### src/rtl/view_pkg.sv
// Shared types and helpers for the video view switch.
package view_pkg;

   typedef logic [11:0] rgb444_t;

   typedef enum logic {
      RUN     = 1'b0,
      PENDING = 1'b1
   } view_state_e;

   localparam rgb444_t FILL_DEFAULT = 12'h000;

   function automatic rgb444_t gray_to_rgb444(input logic [3:0] n);
      return {n, n, n};
   endfunction

endpackage

### src/rtl/view_pix_fmt.sv
// Per-source pixel format converter: gray (top nibble replicated) or RGB444 pass-through.
module view_pix_fmt
   import view_pkg::*;
#(
   parameter bit          GRAY_IS = 1'b0,
   parameter int unsigned GRAY_W  = 8
) (
   input  rgb444_t din,
   output rgb444_t dout
);

   logic unused_din;

   if (GRAY_IS) begin : g_gray
      assign dout       = gray_to_rgb444(din[GRAY_W-1 -: 4]);
      assign unused_din = ^din;
   end else begin : g_rgb
      assign dout       = din;
      assign unused_din = 1'b0;
   end

endmodule

### src/rtl/video_view_switch.sv
// N-source pixel view selector feeding vga_driver; view changes land only on frame boundaries.
// Optional build macro VIEW_DRAIN_IDLE_EN keeps idle sources drained and frame-aligned.
module video_view_switch
   import view_pkg::*;
#(
   parameter int unsigned        NUM_SRC       = 4,
   parameter int unsigned        GRAY_W        = 8,
   parameter logic [NUM_SRC-1:0] SRC_GRAY_MASK = 4'b0110,
   parameter int unsigned        FRAME_PIXELS  = 307200,
   parameter int unsigned        DEFAULT_SEL   = 0,
   parameter logic [11:0]        FILL_RGB      = FILL_DEFAULT
) (
   input  logic                       clk,
   input  logic                       rst,
   input  logic [$clog2(NUM_SRC)-1:0] sel_req,
   input  logic [NUM_SRC-1:0]         src_valid,
   output logic [NUM_SRC-1:0]         src_ready,
   input  logic [NUM_SRC*12-1:0]      src_data,
   input  logic                       out_ready,
   output logic [11:0]                out_data,
   output logic                       frame_start,
   output logic [$clog2(NUM_SRC)-1:0] sel_active,
   output logic                       switch_pending,
   output logic                       underrun
);

   localparam int unsigned      SEL_W    = $clog2(NUM_SRC);
   localparam int unsigned      CNT_W    = $clog2(FRAME_PIXELS);
   localparam logic [CNT_W-1:0] LAST_PIX = CNT_W'(FRAME_PIXELS - 1);
   localparam logic [SEL_W-1:0] RST_SEL  = SEL_W'(DEFAULT_SEL);

   rgb444_t          fmt_data [NUM_SRC];
   view_state_e      state;
   logic [CNT_W-1:0] pix_cnt;
   logic [SEL_W-1:0] sel_tgt;
   logic [SEL_W-1:0] sel_next_tgt;
   logic             sel_ok;
   logic             boundary;

   for (genvar g = 0; g < NUM_SRC; g++) begin : g_fmt
      view_pix_fmt #(
         .GRAY_IS (SRC_GRAY_MASK[g]),
         .GRAY_W  (GRAY_W)
      ) u_fmt (
         .din  (src_data[g*12 +: 12]),
         .dout (fmt_data[g])
      );
   end

   always_comb begin
      src_ready = '0;
`ifdef VIEW_DRAIN_IDLE_EN
      src_ready = {NUM_SRC{out_ready}};
`else
      src_ready[sel_active] = out_ready;
`endif
   end

   // Out-of-range requests are ignored: while pending, the last valid target is kept.
   always_comb begin
      sel_ok       = (32'(sel_req) < NUM_SRC);
      sel_next_tgt = sel_ok ? sel_req : sel_tgt;
      boundary     = out_ready && (pix_cnt == LAST_PIX);
   end

   always_ff @(posedge clk) begin
      if (rst) begin
         out_data       <= FILL_RGB;
         frame_start    <= 1'b0;
         sel_active     <= RST_SEL;
         sel_tgt        <= RST_SEL;
         switch_pending <= 1'b0;
         underrun       <= 1'b0;
         pix_cnt        <= '0;
         state          <= RUN;
      end else begin
         if (out_ready) begin
            out_data    <= src_valid[sel_active] ? fmt_data[sel_active] : FILL_RGB;
            frame_start <= (pix_cnt == '0);
            pix_cnt     <= (pix_cnt == LAST_PIX) ? '0 : pix_cnt + 1'b1;
            if (!src_valid[sel_active]) begin
               underrun <= 1'b1;
            end
         end else begin
            frame_start <= 1'b0;
         end

         sel_tgt <= sel_next_tgt;
         case (state)
            RUN: begin
               if (sel_ok && (sel_req != sel_active)) begin
                  state          <= PENDING;
                  switch_pending <= 1'b1;
               end
            end
            PENDING: begin
               if (sel_next_tgt == sel_active) begin
                  state          <= RUN;
                  switch_pending <= 1'b0;
               end else if (boundary) begin
                  sel_active     <= sel_next_tgt;
                  state          <= RUN;
                  switch_pending <= 1'b0;
               end
            end
            default: begin
               state          <= RUN;
               switch_pending <= 1'b0;
            end
         endcase
      end
   end

endmodule

### config.mk
export PLATFORM = sky130hd
export DESIGN_NAME = video_view_switch
export DESIGN_NICKNAME = d
export VERILOG_FILES = /design/src/rtl/view_pkg.sv /design/src/rtl/view_pix_fmt.sv /design/src/rtl/video_view_switch.sv
export SDC_FILE = /design/constraint.sdc
export NUM_CORES = 1
export LEC_CHECK = 0
export ABC_CLOCK_PERIOD_IN_PS = 2000
export CAP_MARGIN = 20
export CORE_MARGIN = 5
export CORE_UTILIZATION = 30
export CTS_BUF_LIST = sky130_fd_sc_hd__clkbuf_16
export DETAILED_ROUTE_END_ITERATION = 16
export DONT_BUFFER_PORTS = 1
export SLEW_MARGIN = 20
export SYNTH_ARGS = -nofsm -noshare
export SYNTH_HDL_FRONTEND = slang
export SYNTH_HIERARCHICAL = 1
export SYNTH_SLANG_ARGS = --single-unit
### constraint.sdc
create_clock -name clk -period 2 [get_ports clk]
set_clock_uncertainty 0.15 [all_clocks]
set_input_delay 0.3 -clock clk [delete_from_list [all_inputs] [get_ports clk]]
set_output_delay 0.3 -clock clk [all_outputs]
set_load 0.02 [all_outputs]
==> impl_metrics.py, run 1 <==
metrics = {
    "critical_path": {
        "r2r_slack_ps": 120,
        "endpoint_kind": "register",
        "path_max_fanout": 10,
        "critical_path_required_ps": 2060,
        "timing.rr.end": "pix_cnt[18]",
        "crit_arrival_ps": 1940,
        "cpMaxStageDelayCell": "or4_1",
        "rr_worst_depth": 5,
        "cp-start-kind": "register",
        "critPathTopFamily": "simple AND/OR/NAND/NOR gates",
        "critical_path_buf_inv_count": 0,
        "r2r_start": "pix_cnt[0]",
        "cpPeakStageDelay_ps": 490,
        "path_class": "register to register",
        "path_cells": "ha_1, and4_4, nand3_4, or4_1, a21oi_1",
    },
    "detailed_routing": {
        "drt_iter0_drc": 73,
        "via_per_inst": 5.102,
        "firstDrtPassIters": 4,
        "drt-total-wl_um": 4441,
        "vias": 1500,
        "routedWlPerCell_um": 15.11,
        "drc": 0,
        "detail-route-antenna-nets": 0,
    },
    "layout": {
        "area_growth_pct": -1.265,
        "nets": 253,
        "nFillCells": 737,
        "final_cell_mix": "dfxtp_1 (37), nor2_1 (13), mux4_2 (13)",
        "drive_gt1_frac": 0.1846,
        "final_common_cell": "dfxtp_1",
        "final_area_um2": 2246,
        "antennaDiodeCount": 0,
    },
    "synthesis": {
        "synth_top_family_by_area": "buffers and inverters",
        "ys_seq_elements": 37,
        "syn_nets": 296,
        "syn_avg_cell_area_um2": 9.598,
        "syn_inst": 237,
        "synth_mux_area_frac": 0.1287,
        "syn-cell-area_um2": 2275,
        "synth-simple-area-share": 0.1722,
        "synth_compound_area_frac": 0.1144,
        "ys_types": 33,
        "ys_seq_area_frac": 0.3256,
        "yosys_warnings": 6,
        "synthAdderAreaFrac": 0.01100,
        "synthXorXnorAreaFrac": 0.04620,
    },
    "timing": {
        "tightest_slew_ps": 331.5,
        "hold_violations": 0,
        "fin_setup_tns_ps": 0,
        "drv_slew": 0,
        "relSlewSlack": 0.7769,
        "rsz0062_at_grt": "no",
        "holdWs_ps": 22.98,
        "period_needed_ps": 1881,
        "min_period_over_period": 0.9406,
        "fin_ws_ps": 118.8,
        "finalSetupViolCount": 0,
        "fmaxAchievable_ghz": 0.5316,
    },
    "power": {
        "pwr-share-seq": 0.449,
        "combPwrFrac": 0.050,
        "peakVddDrop_mv": 0.2979,
        "powerDensity_nw_per_um2": 782.6,
        "p_clk_frac": 0.501,
        "p_leak_nw": 0.7667,
        "switching_power_w": 0.0003695,
        "swShare": 0.2102,
        "p_int_w": 0.001388,
        "total_power_w": 0.001758,
    },
    "hold_path": {
        "hold-path-endpoint": "underrun",
        "whs_path_depth": 2,
        "hold_start": "out_ready",
        "hp-class": "primary input to register",
    },
    "placed_design": {
        "place_area_um2": 2061,
        "hpwl_um": 3412,
        "numPortBuffers": 0,
        "place_ws_ps": 85.33,
        "gp_congestion": 0.7839,
    },
    "clocking": {
        "cts_tree": "built",
        "insertion_delay_ps": 280,
        "htreeDepth": 2,
        "cts.clk_slew.worst_paths_ps": 60,
        "cts_made_buffers": 5,
        "root_buffer": "clkbuf_16",
        "cts_sinks": 37,
        "cts_buffer_depth": 2,
    },
    "grt": {
        "grtUsageTotal": 0.1000,
        "grt_max_degree": 16,
        "antenna_found_initial": 0,
        "grt_pass1_vias": 1587,
        "grt_pass1_wl_um": 7562,
        "grt_overflow": 0,
    },
    "die": {
        "core.rowCount": 31,
        "die_w_um": 97.08,
        "ios": 78,
        "initial_core_util": 0.3103,
        "die-area_um2": 9424,
        "die_y_um": 97.08,
        "core_um2": 7331,
    },
    "run_status": {
        "status": "complete, no violations",
    },
    "job": {
        "maxCapViolCount": 0,
    },
}
==> layer usage <==
layer / up-vias / wire, µm / global-route usage
met3: 9 / 386 / 0.04020
met4: 0 / 87 / 0.04536
li1: 726 / - / -
met2: 52 / 2164 / 0.1635
met1: 713 / 1803 / 0.1144
met5: - / 0 / 0
==> per-stage QoR <==
stage	utilization	instances
floorplan	-	237
global placement	0.2811	285
detailed placement	0.2811	285
CTS	0.3052	294
global route	0.3064	294
finish	0.3064	294
==> power groups by stage <==
| stage | Combinational, W | Clock, W | Sequential [W] |
|---|---|---|---|
| after detailed placement | 0.0000851 | 0 | 0.000806 |
| after global placement | 0.0000838 | 0 | 0.000806 |
| after CTS | 0.0000888 | 0.000908 | 0.000790 |
| after global routing | 0.0000975 | 0.000946 | 0.000792 |
| after floorplan | 0.000134 | 0 | 0.000800 |
| final | 0.0000883 | 0.000880 | 0.000790 |
==> state kept, by name, indices dropped and copies added (netlist names) <==
name and flops:
pix_cnt 19, out_data 12, sel_active 2, frame_start 1
state 1, switch_pending 1, underrun 1
==> cell usage after synthesis (all sizes together) <==
cell type | instances | area share
nor2b | 1 | 0.0028
or4 | 2 | 0.0066
nand3 | 8 | 0.023
nand2 | 11 | 0.018
and4 | 4 | 0.015
nor3 | 2 | 0.0044
a32o | 12 | 0.053
and3 | 7 | 0.019
a21o | 1 | 0.0033
a21oi | 11 | 0.024
inv | 5 | 0.0083
and3b | 1 | 0.0039
xnor2 | 4 | 0.015
nand4 | 6 | 0.019
clkbuf | 4 | 0.0066
nor4b | 1 | 0.0039
ha | 2 | 0.011
buf | 59 | 0.19
dfxtp | 37 | 0.33
xor2 | 8 | 0.031
o31ai | 4 | 0.013
mux4 | 13 | 0.13
or3 | 6 | 0.017
o21ai | 8 | 0.018
o211ai | 1 | 0.0033
nor3b | 2 | 0.0066
nor4 | 3 | 0.0083
nand2b | 1 | 0.0028
nor2 | 13 | 0.021
==> layout make-up <==
type | instances | area [µm²] | area share
flip-flops and latches | 37 | 740.7 | 0.3298
clock inverters | 3 | 41.29 | 0.01838
multi-input cells | 132 | 1084 | 0.4825
repair buffers | 13 | 112.6 | 0.05014
inverters | 5 | 18.77 | 0.008357
well taps | 99 | 123.9 | 0.05515
clock buffers | 5 | 125.1 | 0.05571
==> worst max-delay path by stage <==
stage | start | to | slack (ps) | depth (start not counted)
global route | pix_cnt[0] | pix_cnt[18] | 0.09 | 5
CTS | pix_cnt[0] | pix_cnt[18] | 50 | 5
detailed placement | pix_cnt[0] | pix_cnt[18] | 90 | 5
finish | pix_cnt[0] | pix_cnt[18] | 120 | 5
global placement | pix_cnt[0] | pix_cnt[18] | 90 | 5
floorplan | sel_active[0] | out_data[11] | 60 | 4
==> worst register-to-register path, delay by kind of cell, from the launching register on <==
family | cells | cell delay (ps)
compound gates | 1 | 150
fa+ha+maj | 1 | 230
flops | 1 | 390
simple gates | 3 | 900
==> logic make-up after synthesis <==
kind of cell / count (synthesis)
AO/OA/AOI/OAI: 37
XOR/XNOR: 12
adder cells (fa/ha/maj): 2
buffers and inverters: 68
flip-flops: 37
multiplexers: 13
AND/OR/NAND/NOR: 68
==> repair_timing <==
action	in CTS	in global routing
hold endpoints to repair	7	0
resized for setup	0	3
setup buffers	0	0
setup endpoints to repair	0	3
hold buffers	1	0
Note: power is estimated with default switching activity, not from simulation.
==> inputs of run 2 (changes only) <==
- CORE_UTILIZATION: 30 -> 32
==> impl_metrics.py, run 2 (synthesis results as in run 1) <==
metrics = {
    "detailed_routing": {
        "drc": 0,
        "firstDrtPassIters": 4,
        "vias": 1498,
        "routedWlPerCell_um": 15.56,
        "detail-route-antenna-nets": 0,
        "drt-total-wl_um": 4511,
        "via_per_inst": 5.166,
        "drt_iter0_drc": 70,
    },
    "critical_path": {
        "critical_path_required_ps": 2060,
        "r2r_start": "pix_cnt[0]",
        "endpoint_kind": "register",
        "path_max_fanout": 10,
        "rr_worst_depth": 5,
        "cpMaxStageDelayCell": "or4_1",
        "critical_path_buf_inv_count": 0,
        "cpPeakStageDelay_ps": 490,
        "path_class": "register to register",
        "cp-start-kind": "register",
        "r2r_slack_ps": 180,
        "critPathTopFamily": "simple AND/OR/NAND/NOR gates",
        "crit_arrival_ps": 1880,
        "timing.rr.end": "pix_cnt[18]",
        "path_cells": "ha_1, and4_2, nand3_4, or4_1, a21oi_1",
    },
    "layout": {
        "largestRegisters": "pix_cnt x19, out_data x12, sel_active x2",
        "final_common_cell": "dfxtp_1",
        "largest_reg_flops": 19,
        "multi_input_area_um2": 1084,
        "antennaDiodeCount": 0,
        "regMostFlops": "pix_cnt",
        "final_cell_mix": "dfxtp_1 (35), nor2_1 (13), mux4_2 (13)",
        "fin_cells": 290,
        "nets": 252,
        "area_growth_pct": -1.100,
        "drive_gt1_frac": 0.1959,
        "nFillCells": 688,
        "regArea_um2": 743.2,
    },
    "run_status": {
        "status": "complete, no violations",
    },
    "clocking": {
        "postCtsSetupBuffers": 0,
        "insertion_delay_ps": 280,
        "cts_buffer_depth": 2,
        "cts_sinks": 37,
        "cts.clk_slew.worst_paths_ps": 60,
        "cts_made_buffers": 5,
        "cts_tree": "built",
        "root_buffer": "clkbuf_16",
        "htreeDepth": 2,
    },
    "placed_design": {
        "place_ws_ps": 134.6,
        "numPortBuffers": 0,
        "gp_congestion": 0.7961,
        "hpwl_um": 3504,
        "dpl.cell_count": 281,
    },
    "grt": {
        "grt_pass1_wl_um": 7617,
        "grt_pass1_vias": 1553,
        "grt_max_degree": 16,
        "antenna_found_initial": 0,
        "grtUsageTotal": 0.1093,
        "grt_overflow": 0,
    },
    "power": {
        "powerDensity_nw_per_um2": 782.0,
        "p_leak_nw": 0.7640,
        "peakVddDrop_mv": 0.3947,
    },
    "hold_path": {
        "hold-path-endpoint": "underrun",
        "hp-class": "primary input to register",
        "hold_start": "out_ready",
        "whs_path_depth": 2,
    },
    "die": {
        "die-area_um2": 8894,
        "ios": 78,
        "die_y_um": 94.31,
        "initial_core_util": 0.3311,
        "core.rowCount": 30,
        "die_w_um": 94.31,
        "core_um2": 6869,
    },
    "timing": {
        "relSlewSlack": 0.7722,
        "period_needed_ps": 1817,
        "min_period_over_period": 0.9085,
        "drv_slew": 0,
        "tightest_slew_ps": 341.3,
        "rsz0062_at_grt": "no",
        "fin_ws_ps": 182.9,
        "fin_setup_tns_ps": 0,
        "fmaxAchievable_ghz": 0.5503,
        "finalSetupViolCount": 0,
        "hold_violations": 0,
    },
    "job": {
        "maxCapViolCount": 0,
    },
}
## run 2: cell types whose count changed in the layout (fill, tap and decap cells not counted)
cell	delta
dfxtp_1	-2
and4_1	-1
and4_4	-1
dfxtp_2	+2
and4_2	+2
buf_4	-2
buf_12	+1
## run 2: area by class of cell
cell class | instances | area share
sequential | 37 | 0.3304
timing repair buffer | 12 | 0.05228
tap | 96 | 0.05339
clock buffer | 5 | 0.05562
multi-input combinational | 132 | 0.4816
clock inverter | 3 | 0.01835
inverter | 5 | 0.008343
## run 2: worst max-delay path by stage
| stage | from | to | slack, ps | cells past startpoint |
|---|---|---|---|---|
| final | pix_cnt[0] | pix_cnt[18] | 180 | 5 |
| after global routing | pix_cnt[4] | pix_cnt[15] | 30 | 4 |
| after CTS | pix_cnt[0] | pix_cnt[18] | 130 | 5 |
| after detailed placement | pix_cnt[0] | pix_cnt[18] | 130 | 5 |
| after global placement | pix_cnt[0] | pix_cnt[18] | 170 | 5 |
| after floorplan | sel_active[0] | out_data[11] | 60 | 4 |
## run 2: stage by stage
step | utilization | hold WS (ps) | power, W | cell area [µm²]
2_1_floorplan | - | 300.9 | 0.0009344 | 2277
3_3_place_gp | 0.3002 | 222.5 | 0.0008910 | 2062
3_5_place_dp | 0.3002 | 224.3 | 0.0008936 | 2062
4_1_cts | 0.3259 | 21.59 | 0.001785 | 2238
5_1_grt | 0.3275 | 37.75 | 0.001826 | 2250
6_report | 0.3275 | 35.95 | 0.001759 | 2250
## run 2: per-layer routing
layer	track usage	wire length, µm	part of all wire	up-vias
met4	0.05054	85	0.019	0
met3	0.03526	345	0.076	7
li1	-	-	-	736
met1	0.1364	1967	0.44	710
met2	0.1708	2113	0.47	45
met5	0	0	0	-
## run 2: power breakdown
part           internal, W  leakage, nW  switching, W
Sequential        0.000757        0.301     0.0000329
Clock             0.000583       0.0775      0.000296
Combinational    0.0000489        0.385     0.0000411
## run 2: what timing repair did
item | 4_1_cts | 5_1_grt
hold buffers | 1 | 0
endpoints found under the setup margin | 0 | 7
hold endpoints to repair | 7 | 0
gates resized for setup | 0 | 5
## run 2: worst reg2reg max path, stage by stage, from the launching register on
cell and delay [ps]:
dfxtp_2 350, ha_1 190, and4_2 290, nand3_4 130
or4_1 500, a21oi_1 150
